File: config.mk
export PLATFORM = sky130hd
export DESIGN_NAME = hall_commutation_ctrl
export DESIGN_NICKNAME = d
export VERILOG_FILES = /design/src/rtl/hall_commutation_ctrl.sv
export SDC_FILE = /design/constraint.sdc
export NUM_CORES = 1
export LEC_CHECK = 0
export CORE_MARGIN = 5
export CORE_UTILIZATION = 51
export CTS_CLUSTER_SIZE = 24
export DETAILED_ROUTE_END_ITERATION = 16
export HOLD_SLACK_MARGIN = 0.05
export PLACE_DENSITY = 0.74
export SLEW_MARGIN = 10
export SYNTH_ARGS = -nofsm -noshare
export SYNTH_HDL_FRONTEND = slang
export SYNTH_SLANG_ARGS = --single-unit
File: constraint.sdc
create_clock -name clk -period 4.3 [get_ports clk]
set_input_delay 0.86 -clock clk [delete_from_list [all_inputs] [get_ports clk]]
set_output_delay 0.86 -clock clk [all_outputs]
set_load 0.01 [all_outputs]
File: src/rtl/hall_commutation_ctrl.sv
// -----------------------------------------------------------------------------
// hall_commutation_ctrl
//
// Per-axis BLDC commutation stage. Takes the raw hall conduit, synchronises and
// debounces it, decodes the 120-degree sector, and measures the commutation
// period for the velocity loop. Drives the six gate signals with high-side PWM
// chopping and enforced dead-time, and latches the gate driver nFAULT.
//
// Parameters:
//   DEBOUNCE_CYCLES  consecutive stable synced cycles before a hall change is
//                    accepted (>= 1)
//   DEADTIME_CYCLES  gate turn-on delay in clk cycles (>= 1)
//   PERIOD_W         width of the commutation period counter
//
// Ports:
//   clk            system clock
//   reset_n        synchronous active-low reset
//   hall[2:0]      raw hall inputs {C,B,A}, asynchronous
//   nfault         gate driver nFAULT, active low, asynchronous
//   enable         software motor enable
//   dir            0 = forward, 1 = reverse
//   pwm_in         duty-modulated PWM, synchronous to clk
//   clear_fault    single-cycle pulse, clears the latched fault
//   phase[5:0]     gate drives {AH,AL,BH,BL,CH,CL}, active high
//   drv_en         gate driver enable
//   sector[2:0]    decoded sector 0..5
//   sector_valid   current debounced hall code is legal
//   hall_err       single-cycle pulse on illegal code or non-adjacent jump
//   period         clk cycles between the last two valid adjacent transitions
//   period_valid   single-cycle pulse when period updates
//   fault_latched  sticky fault flag
// -----------------------------------------------------------------------------
module hall_commutation_ctrl #(
    parameter int DEBOUNCE_CYCLES = 8,
    parameter int DEADTIME_CYCLES = 50,
    parameter int PERIOD_W        = 24
) (
    input  logic                clk,
    input  logic                reset_n,
    input  logic [2:0]          hall,
    input  logic                nfault,
    input  logic                enable,
    input  logic                dir,
    input  logic                pwm_in,
    input  logic                clear_fault,
    output logic [5:0]          phase,
    output logic                drv_en,
    output logic [2:0]          sector,
    output logic                sector_valid,
    output logic                hall_err,
    output logic [PERIOD_W-1:0] period,
    output logic                period_valid,
    output logic                fault_latched
);

    localparam int DBW = $clog2(DEBOUNCE_CYCLES + 1);
    localparam int DTW = $clog2(DEADTIME_CYCLES + 1);
    localparam logic [DBW-1:0] DB_MAX  = DBW'(DEBOUNCE_CYCLES);
    localparam logic [DTW-1:0] DT_LOAD = DTW'(DEADTIME_CYCLES);

    typedef enum logic {
        RUN,
        DEAD
    } dt_state_t;

    // -------------------------------------------------------------------------
    // Two-flop synchronisers
    // -------------------------------------------------------------------------
    logic [2:0] hall_s1;
    logic [2:0] hall_s2;
    logic       nfault_s1;
    logic       nfault_s2;

    // nfault synchroniser resets to the inactive (high) level so that leaving
    // reset does not latch a phantom fault.
    always_ff @(posedge clk) begin
        if (!reset_n) begin
            hall_s1   <= '0;
            hall_s2   <= '0;
            nfault_s1 <= 1'b1;
            nfault_s2 <= 1'b1;
        end else begin
            hall_s1   <= hall;
            hall_s2   <= hall_s1;
            nfault_s1 <= nfault;
            nfault_s2 <= nfault_s1;
        end
    end

    // -------------------------------------------------------------------------
    // Debounce
    // hall_prev is the synced code one cycle ago; db_next is the run length of
    // the current synced code including this cycle.
    // -------------------------------------------------------------------------
    logic [2:0]     hall_prev;
    logic [2:0]     stable;
    logic [DBW-1:0] db_cnt;
    logic [DBW-1:0] db_next;

    always_comb begin
        db_next = DBW'(1);
        if (hall_s2 == hall_prev) begin
            db_next = db_cnt + 1'b1;
        end
    end

    always_ff @(posedge clk) begin
        if (!reset_n) begin
            hall_prev <= '0;
            stable    <= '0;
            db_cnt    <= '0;
        end else begin
            hall_prev <= hall_s2;
            if (hall_s2 == stable) begin
                db_cnt <= '0;
            end else if (db_next >= DB_MAX) begin
                stable <= hall_s2;
                db_cnt <= '0;
            end else begin
                db_cnt <= db_next;
            end
        end
    end

    // -------------------------------------------------------------------------
    // Sector decode {C,B,A}: 001->0 011->1 010->2 110->3 100->4 101->5
    // -------------------------------------------------------------------------
    logic       dec_legal;
    logic [2:0] dec_sec;
    logic [2:0] sec_up;
    logic [2:0] sec_dn;
    logic       adjacent;

    always_comb begin
        dec_legal = 1'b1;
        dec_sec   = 3'd0;
        case (stable)
            3'b001:  dec_sec = 3'd0;
            3'b011:  dec_sec = 3'd1;
            3'b010:  dec_sec = 3'd2;
            3'b110:  dec_sec = 3'd3;
            3'b100:  dec_sec = 3'd4;
            3'b101:  dec_sec = 3'd5;
            default: dec_legal = 1'b0;
        endcase
    end

    always_comb begin
        sec_up   = (sector == 3'd5) ? 3'd0 : sector + 3'd1;
        sec_dn   = (sector == 3'd0) ? 3'd5 : sector - 3'd1;
        adjacent = (dec_sec == sec_up) || (dec_sec == sec_dn);
    end

    // -------------------------------------------------------------------------
    // Sector register, transition check and period measurement.
    // code_q is the stable code the sector outputs were last computed from;
    // a mismatch marks a newly accepted code. sector_valid doubles as
    // "a previous legal sector exists" for the adjacency test.
    // -------------------------------------------------------------------------
    logic [2:0]          code_q;
    logic [PERIOD_W-1:0] per_cnt;

    always_ff @(posedge clk) begin
        if (!reset_n) begin
            code_q       <= '0;
            sector       <= '0;
            sector_valid <= 1'b0;
            hall_err     <= 1'b0;
            period       <= '0;
            period_valid <= 1'b0;
            per_cnt      <= '0;
        end else begin
            hall_err     <= 1'b0;
            period_valid <= 1'b0;
            if (per_cnt != '1) begin
                per_cnt <= per_cnt + 1'b1;
            end
            if (stable != code_q) begin
                code_q <= stable;
                if (dec_legal) begin
                    sector       <= dec_sec;
                    sector_valid <= 1'b1;
                    per_cnt      <= PERIOD_W'(1);
                    if (sector_valid) begin
                        if (adjacent) begin
                            period       <= per_cnt;
                            period_valid <= 1'b1;
                        end else begin
                            hall_err <= 1'b1;
                        end
                    end
                end else begin
                    sector_valid <= 1'b0;
                    if (sector_valid) begin
                        hall_err <= 1'b1;
                    end
                end
            end
        end
    end

    // -------------------------------------------------------------------------
    // Commutation target from the effective sector
    // -------------------------------------------------------------------------
    logic [2:0] eff;
    logic [5:0] target;

    always_comb begin
        eff = sector;
        if (dir) begin
            eff = (sector >= 3'd3) ? sector - 3'd3 : sector + 3'd3;
        end
    end

    always_comb begin
        target = '0;
        case (eff)
            3'd0:    target = {pwm_in, 1'b0, 1'b0,   1'b1, 1'b0,   1'b0}; // AH,BL
            3'd1:    target = {pwm_in, 1'b0, 1'b0,   1'b0, 1'b0,   1'b1}; // AH,CL
            3'd2:    target = {1'b0,   1'b0, pwm_in, 1'b0, 1'b0,   1'b1}; // BH,CL
            3'd3:    target = {1'b0,   1'b1, pwm_in, 1'b0, 1'b0,   1'b0}; // BH,AL
            3'd4:    target = {1'b0,   1'b1, 1'b0,   1'b0, pwm_in, 1'b0}; // CH,AL
            3'd5:    target = {1'b0,   1'b0, 1'b0,   1'b1, pwm_in, 1'b0}; // CH,BL
            default: target = '0;
        endcase
        if (!sector_valid || !enable || fault_latched) begin
            target = '0;
        end
    end

    // -------------------------------------------------------------------------
    // Dead-time FSM and fault latch
    // A turn-on is loaded on the edge that first sees it and completes
    // DEADTIME_CYCLES edges later, so every gate-off to gate-on gap is at least
    // DEADTIME_CYCLES. Any target change while waiting restarts the wait.
    // -------------------------------------------------------------------------
    dt_state_t      state;
    logic [DTW-1:0] dcnt;
    logic [5:0]     target_q;

    always_ff @(posedge clk) begin
        if (!reset_n) begin
            state         <= RUN;
            dcnt          <= '0;
            phase         <= '0;
            target_q      <= '0;
            fault_latched <= 1'b0;
            drv_en        <= 1'b0;
        end else begin
            target_q <= target;
            drv_en   <= enable & ~fault_latched;
            if (!nfault_s2) begin
                fault_latched <= 1'b1;
                phase         <= '0;
                state         <= RUN;
                dcnt          <= '0;
            end else begin
                if (clear_fault) begin
                    fault_latched <= 1'b0;
                end
                case (state)
                    RUN: begin
                        if (target != phase) begin
                            if ((target & ~phase) == '0) begin
                                phase <= target;
                            end else begin
                                phase <= phase & target;
                                dcnt  <= DT_LOAD;
                                state <= DEAD;
                            end
                        end
                    end
                    DEAD: begin
                        phase <= phase & target;
                        if (target != target_q) begin
                            dcnt <= DT_LOAD;
                        end else if (dcnt <= DTW'(1)) begin
                            phase <= target;
                            dcnt  <= '0;
                            state <= RUN;
                        end else begin
                            dcnt <= dcnt - 1'b1;
                        end
                    end
                    default: begin
                        phase <= '0;
                        state <= RUN;
                    end
                endcase
            end
        end
    end

endmodule

==> Word-level counts from Yosys, hierarchy flattened <==
Cells that the tools add are included.
{ "classes": {"n_addsub": 7, "n_lt_le_gt_ge": 3, "n_eq_ne": 23, "n_mux": 35, "bitwise_logic": 8, "n_reduce_logical": 17} }
{ "ops": {"columns": ["cell", "n"], "rows": [
  ["$mux W24", 3],
  ["$mux W6", 9],
  ["$pmux W6 S6", 1],
  ["$add A24 B1 Y24 const B", 1],
  ["$ne A24 B24 Y1 const B", 1],
  ["$pmux W6 S2", 2],
  ["$eq A3 B3 Y1 const B", 6],
  ["$pmux W3 S5", 1],
  ["$mux W1", 13],
  ["$and A6 B6 Y6", 2],
  ["$eq A3 B2 Y1 const B", 4],
  ["$eq A3 B3 Y1", 4],
  ["$mux W3", 4],
  ["$ne A6 B6 Y1", 2],
  ["$reduce_and A2 Y1", 5],
  ["$reduce_and A4 Y1", 2],
  ["$eq A3 B1 Y1 const B", 2],
  ["$le A6 B1 Y1 const B", 1],
  ["$logic_not A3 Y1", 2],
  ["$logic_not A6 Y1", 1],
  ["$ne A2 B2 Y1 const B", 3],
  ["$not A6 Y6", 1],
  ["$reduce_or A6 Y1", 1],
  ["$sub A6 B1 Y6 const B", 1],
  ["other kinds (15)", 21]
]} }
{ "totals": {"regBits": 96, "inputBits": 10, "elab_cells": 113} }

==> Logic depth before layout (Yosys ltp) <==
Gate-level depths: netlist of run 1.
{ "logic_depth": {"depth_word": 11, "mapped_depth": 15} }

==> Least setup slack after synthesis of run 1 <==
No wires, ideal clock.
{ "synth_path": {"path_kind": "register to register", "start": "register sector[0]", "end": "register dcnt[3]", "t_arrival_ps": 3395, "path_slack_ps": 789, "path_stages_with_launch": 15, "path_buffers": 1, "period_less_slack_ps": 3511, "cell_sequence": "dfxtp_1 > buf_6 > inv_1 > ha_1 > or3b_4 > a21oi_2 > nor2_4 > mux4_2 > nor2_4 > ha_1 > and4_1 > nand4b_1 > o21a_1 > o21ai_1 > a31o_1"} }
{ "synth_via": {"elab_chain_cells": 10} }
{ "synth_lines": {"columns": ["item", "line", "source"], "rows": [
  ["start: declaration", "48", "output logic [2:0] sector,"],
  ["start signal: assignment", "181", "sector <= dec_sec;"],
  ["$add A3 B2 Y3, or another cell as far along", "211", "eff = (sector >= 3'd3) ? sector - 3'd3 : sector + 3'd3;"],
  ["$mux W3", "211", null],
  ["$mux W3 (*)", "210", "if (dir) begin"],
  ["$eq A3 B3 Y1, or another cell as far along", "217", "case (eff)"],
  ["$pmux W6 S6 (*)", "217", null],
  ["$mux W6 (*)", "226", "if (!sector_valid || !enable || fault_latched) begin"],
  ["named net target[4]", "206", "logic [5:0] target;"],
  ["$and A6 B6 Y6", "264", "if ((target & ~phase) == '0) begin"],
  ["$logic_not A6 Y1", "264", null],
  ["$ne A2 B2 Y1 (no source line)", null, null],
  ["$reduce_and A2 Y1 (no source line)", null, null],
  ["end signal: assignment", "282", "dcnt <= dcnt - 1'b1;"],
  ["end: declaration", "238", "logic [DTW-1:0] dcnt;"]
]} }
Mark *: on every way through the listed nets, which the timed path passes. The rest lies on a longest branch.
A chain may end at the register's enable or synchronous reset.

==> Final worst setup path of run 1 <==
{ "layout_path": {"start": "register sector[2]", "end": "register dcnt[3]"} }
Same word-level chain as after synthesis.

==> metrics.txt, run 1 <==
Clock Latency Late Sink=~0.37 ns; Peak VDD IR=0.000160 V; clock power share=between 30% and 40%; Post-CTS Repair Setup Buffers=0; ys async rst share=0%; CTS H-tree lvls=3; sequential area share after synthesis=about 41%; die area=around 11000 sq um; syn_area_per_cell=9.36 sq um; Final WS setup=~0.46 ns; detailed placement HPWL=about 6900 microns; syn nets=about 540; number of synthesized flops with an enable pin=0; antenna violations before repair=0; RSZ-0062 raised after global routing=no; Residual DRC=0; PwrDens=approximately 320 nW/um^2; setup TNS=0 ns; cts bufs inserted=9; Synth top area share=40.6%; Root Buffer=clkbuf_8; layout cell share with drive strength beyond 1=8.96%; post-synthesis cell count=roughly 510; FF/Latch Area=between 1500 and 2000 sq um; # setup viols final=0; Least-Margin Pin Slew=approximately 1.0 ns; status=finished, final reports clean; first-pass GRT wire length=around 17000 microns; Max Clock Skew=0.0110 ns; Leak Pwr=between 0.002 and 0.0025 uW; global route overflow=0; diodes inserted=0; Total GRT Usage=roughly 18%; switching power=between 400 and 500 uW; Cell Area, Synth=4730 sq um; top_reg_cell synth=dfxtp_1; Detailed Route WL=about 9500 microns; switch share=around 26%; clk sinks=96; WS Path Type=flop to flop; fin. max-slew vios=0; cts repair resizes=0; Die W=between 100 and 150 microns; vias in the first global route=around 3.6k; IO Pins=48; Seq pwr share=a little over half; fmax=between 0.2 and 0.3 GHz; largest net degree at the start of global routing=35; FILL cells=approximately 790; # nets final=about 600; drt pass-1 iters=4; Combinational Power Share=a little over a tenth; Final min period=~3.8 ns; cell taking the most area after synthesis=dfxtp_1; Worst Path Arrival=between 4 and 5 ns; Iter 0 DRT Violations=about 120; Routed Antenna Nets=0; initial core utilization=51.7%; HP Class=flop to flop; GPL Wtd Cong=between 0.8 and 0.9; clk buf depth=2; Row Count=35; most common cell in the synthesized netlist=dfxtp_1; period utilization=roughly 89%; DR vias/cell=~5.4; Cell Int Power=between 1000 and 1500 uW; hold-fix buffer count after cts=0; commonest cells in the netlist=dfxtp_1, nor2_1, mux2i_1; CP Capture Type=flop; synth warn=0; I/O Buffers=47; die height=~110 microns; CTS tree=yes; Syn-to-layout area delta=16.4%; wire length per cell=14.3 microns; Distinct cells, synth=67; Area contributors post-synth=dfxtp_1, mux2i_1, ha_1; CP Data Required Time=4.57 ns; multi-input logic area=between 2000 and 3000 sq um; crit-path max FO=12; Clk pin slew, worst setup/hold paths=0.10 ns; number of max-cap violations=0; via count=between 3k and 4k; Placeable Area=~9200 sq um; flip-flop and latch count after synthesis=between 90 and 100; pre-CTS setup slack=between 0.3 and 0.4 ns; Slew HR=32.8%; Startpoint Class=flop; Final Hold Viols=0
## routing by layer
metal	GRT usage (%)	wire [microns]	vias to the layer above
li1	-	-	1824
met1	21.7	4360	1693
met3	3.16	363	12
met4	7.12	157	0
met2	31.0	4660	67
met5	0	0	-
## final cells by class
cell class,instances,area share [%]
clock buffer,10,2.50
clock inverter,6,1.32
inverter,23,1.57
multi-input combinational,367,47.5
sequential,96,34.9
tap,111,2.52
timing repair buffer,56,9.76
## worst max-delay path, cell delays in order, from the launching register on
cell,delay (ns)
dfxtp_1,0.61
inv_1,0.18
ha_1,0.33
a211oi_4,0.37
o32ai_2,0.18
nor2_4,0.22
mux4_2,0.58
nor2_4,0.17
ha_1,0.25
and4_1,0.17
nand4b_1,0.11
o21a_1,0.25
o21ai_1,0.10
a31o_1,0.22
## cells in the final DEF, fill, tap and decap left out, types with 5 or more instances in the layout
master | synthesis | routed
a21oi_1 | 20 | 20
and2_1 | 20 | 20
buf_4 | 2 | 9
clkbuf_8 | 0 | 10
clkdlybuf4s50_1 | 0 | 47
dfxtp_1 | 96 | 96
ha_1 | 22 | 22
inv_1 | 23 | 23
mux2i_1 | 34 | 34
nand2_1 | 25 | 25
nand2b_1 | 6 | 6
nand3_1 | 16 | 16
nand4_1 | 7 | 7
nor2_1 | 40 | 40
nor2b_1 | 31 | 31
nor3_1 | 19 | 19
nor4_1 | 5 | 5
o21ai_0 | 18 | 18
xnor2_1 | 18 | 18
xor2_1 | 16 | 16
## final timing paths
kind                                 from        end  slack [ns]  cells past startpoint
worst max-delay path            sector[2]    dcnt[3]        0.46                     13
worst min-delay path            nfault_s1  nfault_s2        0.43                      1
worst max register to register  sector[2]    dcnt[3]        0.46                     13
worst min register to register  nfault_s1  nfault_s2        0.43                      1
## stage by stage
stage          hold slack (ns)  area (sq um)  util [%]  power (uW)  cells
5_1_grt                  0.450          5510      60.2        1840    669
3_5_place_dp             0.408          5300      57.9        1150    653
6_report                 0.430          5510      60.2        1760    669
3_3_place_gp             0.390          5300      57.9        1140    653
4_1_cts                  0.433          5510      60.2        1770    669
2_1_floorplan            0.386          4730         -        1080    506
## logic make-up (layout without fill, tap and decap cells)
group	after synthesis	count (layout)	synth area share (%)
adder cells (fa/ha/maj)	22	22	5.81
XOR/XNOR	35	35	6.63
flip-flops	96	96	40.6
other	1	1	0.0792
buffers and inverters	43	95	4.12
AND/OR/NAND/NOR	203	203	24.3
AO/OA/AOI/OAI	70	70	10.6
multiplexers	36	36	7.90
## power by group through the flow
stage          sequential [uW]  clock [uW]  combinational (uW)
3_5_place_dp               958           0                 192
4_1_cts                    937         641                 194
2_1_floorplan              958           0                 120
3_3_place_gp               956           0                 186
5_1_grt                    942         681                 215
6_report                   937         627                 192
## state kept, by name, indices dropped and copies added, names as in the netlist, 4 cells and up
name,cells
period,24
dcnt,6
phase,6
per_cnt,24
db_cnt,4
target_q,6
(Power assumes the default switching activity.)
==> run 2, diff against run 1 <==
--- a/config.mk
+++ b/config.mk
@@ -9,7 +9,6 @@
 export CORE_UTILIZATION = 51
 export CTS_CLUSTER_SIZE = 24
 export DETAILED_ROUTE_END_ITERATION = 16
-export HOLD_SLACK_MARGIN = 0.05
 export PLACE_DENSITY = 0.74
 export SLEW_MARGIN = 10
 export SYNTH_ARGS = -nofsm -noshare
==> results of run 2 <==
The final DEF is identical to that of run 1; final timing and power are the same.
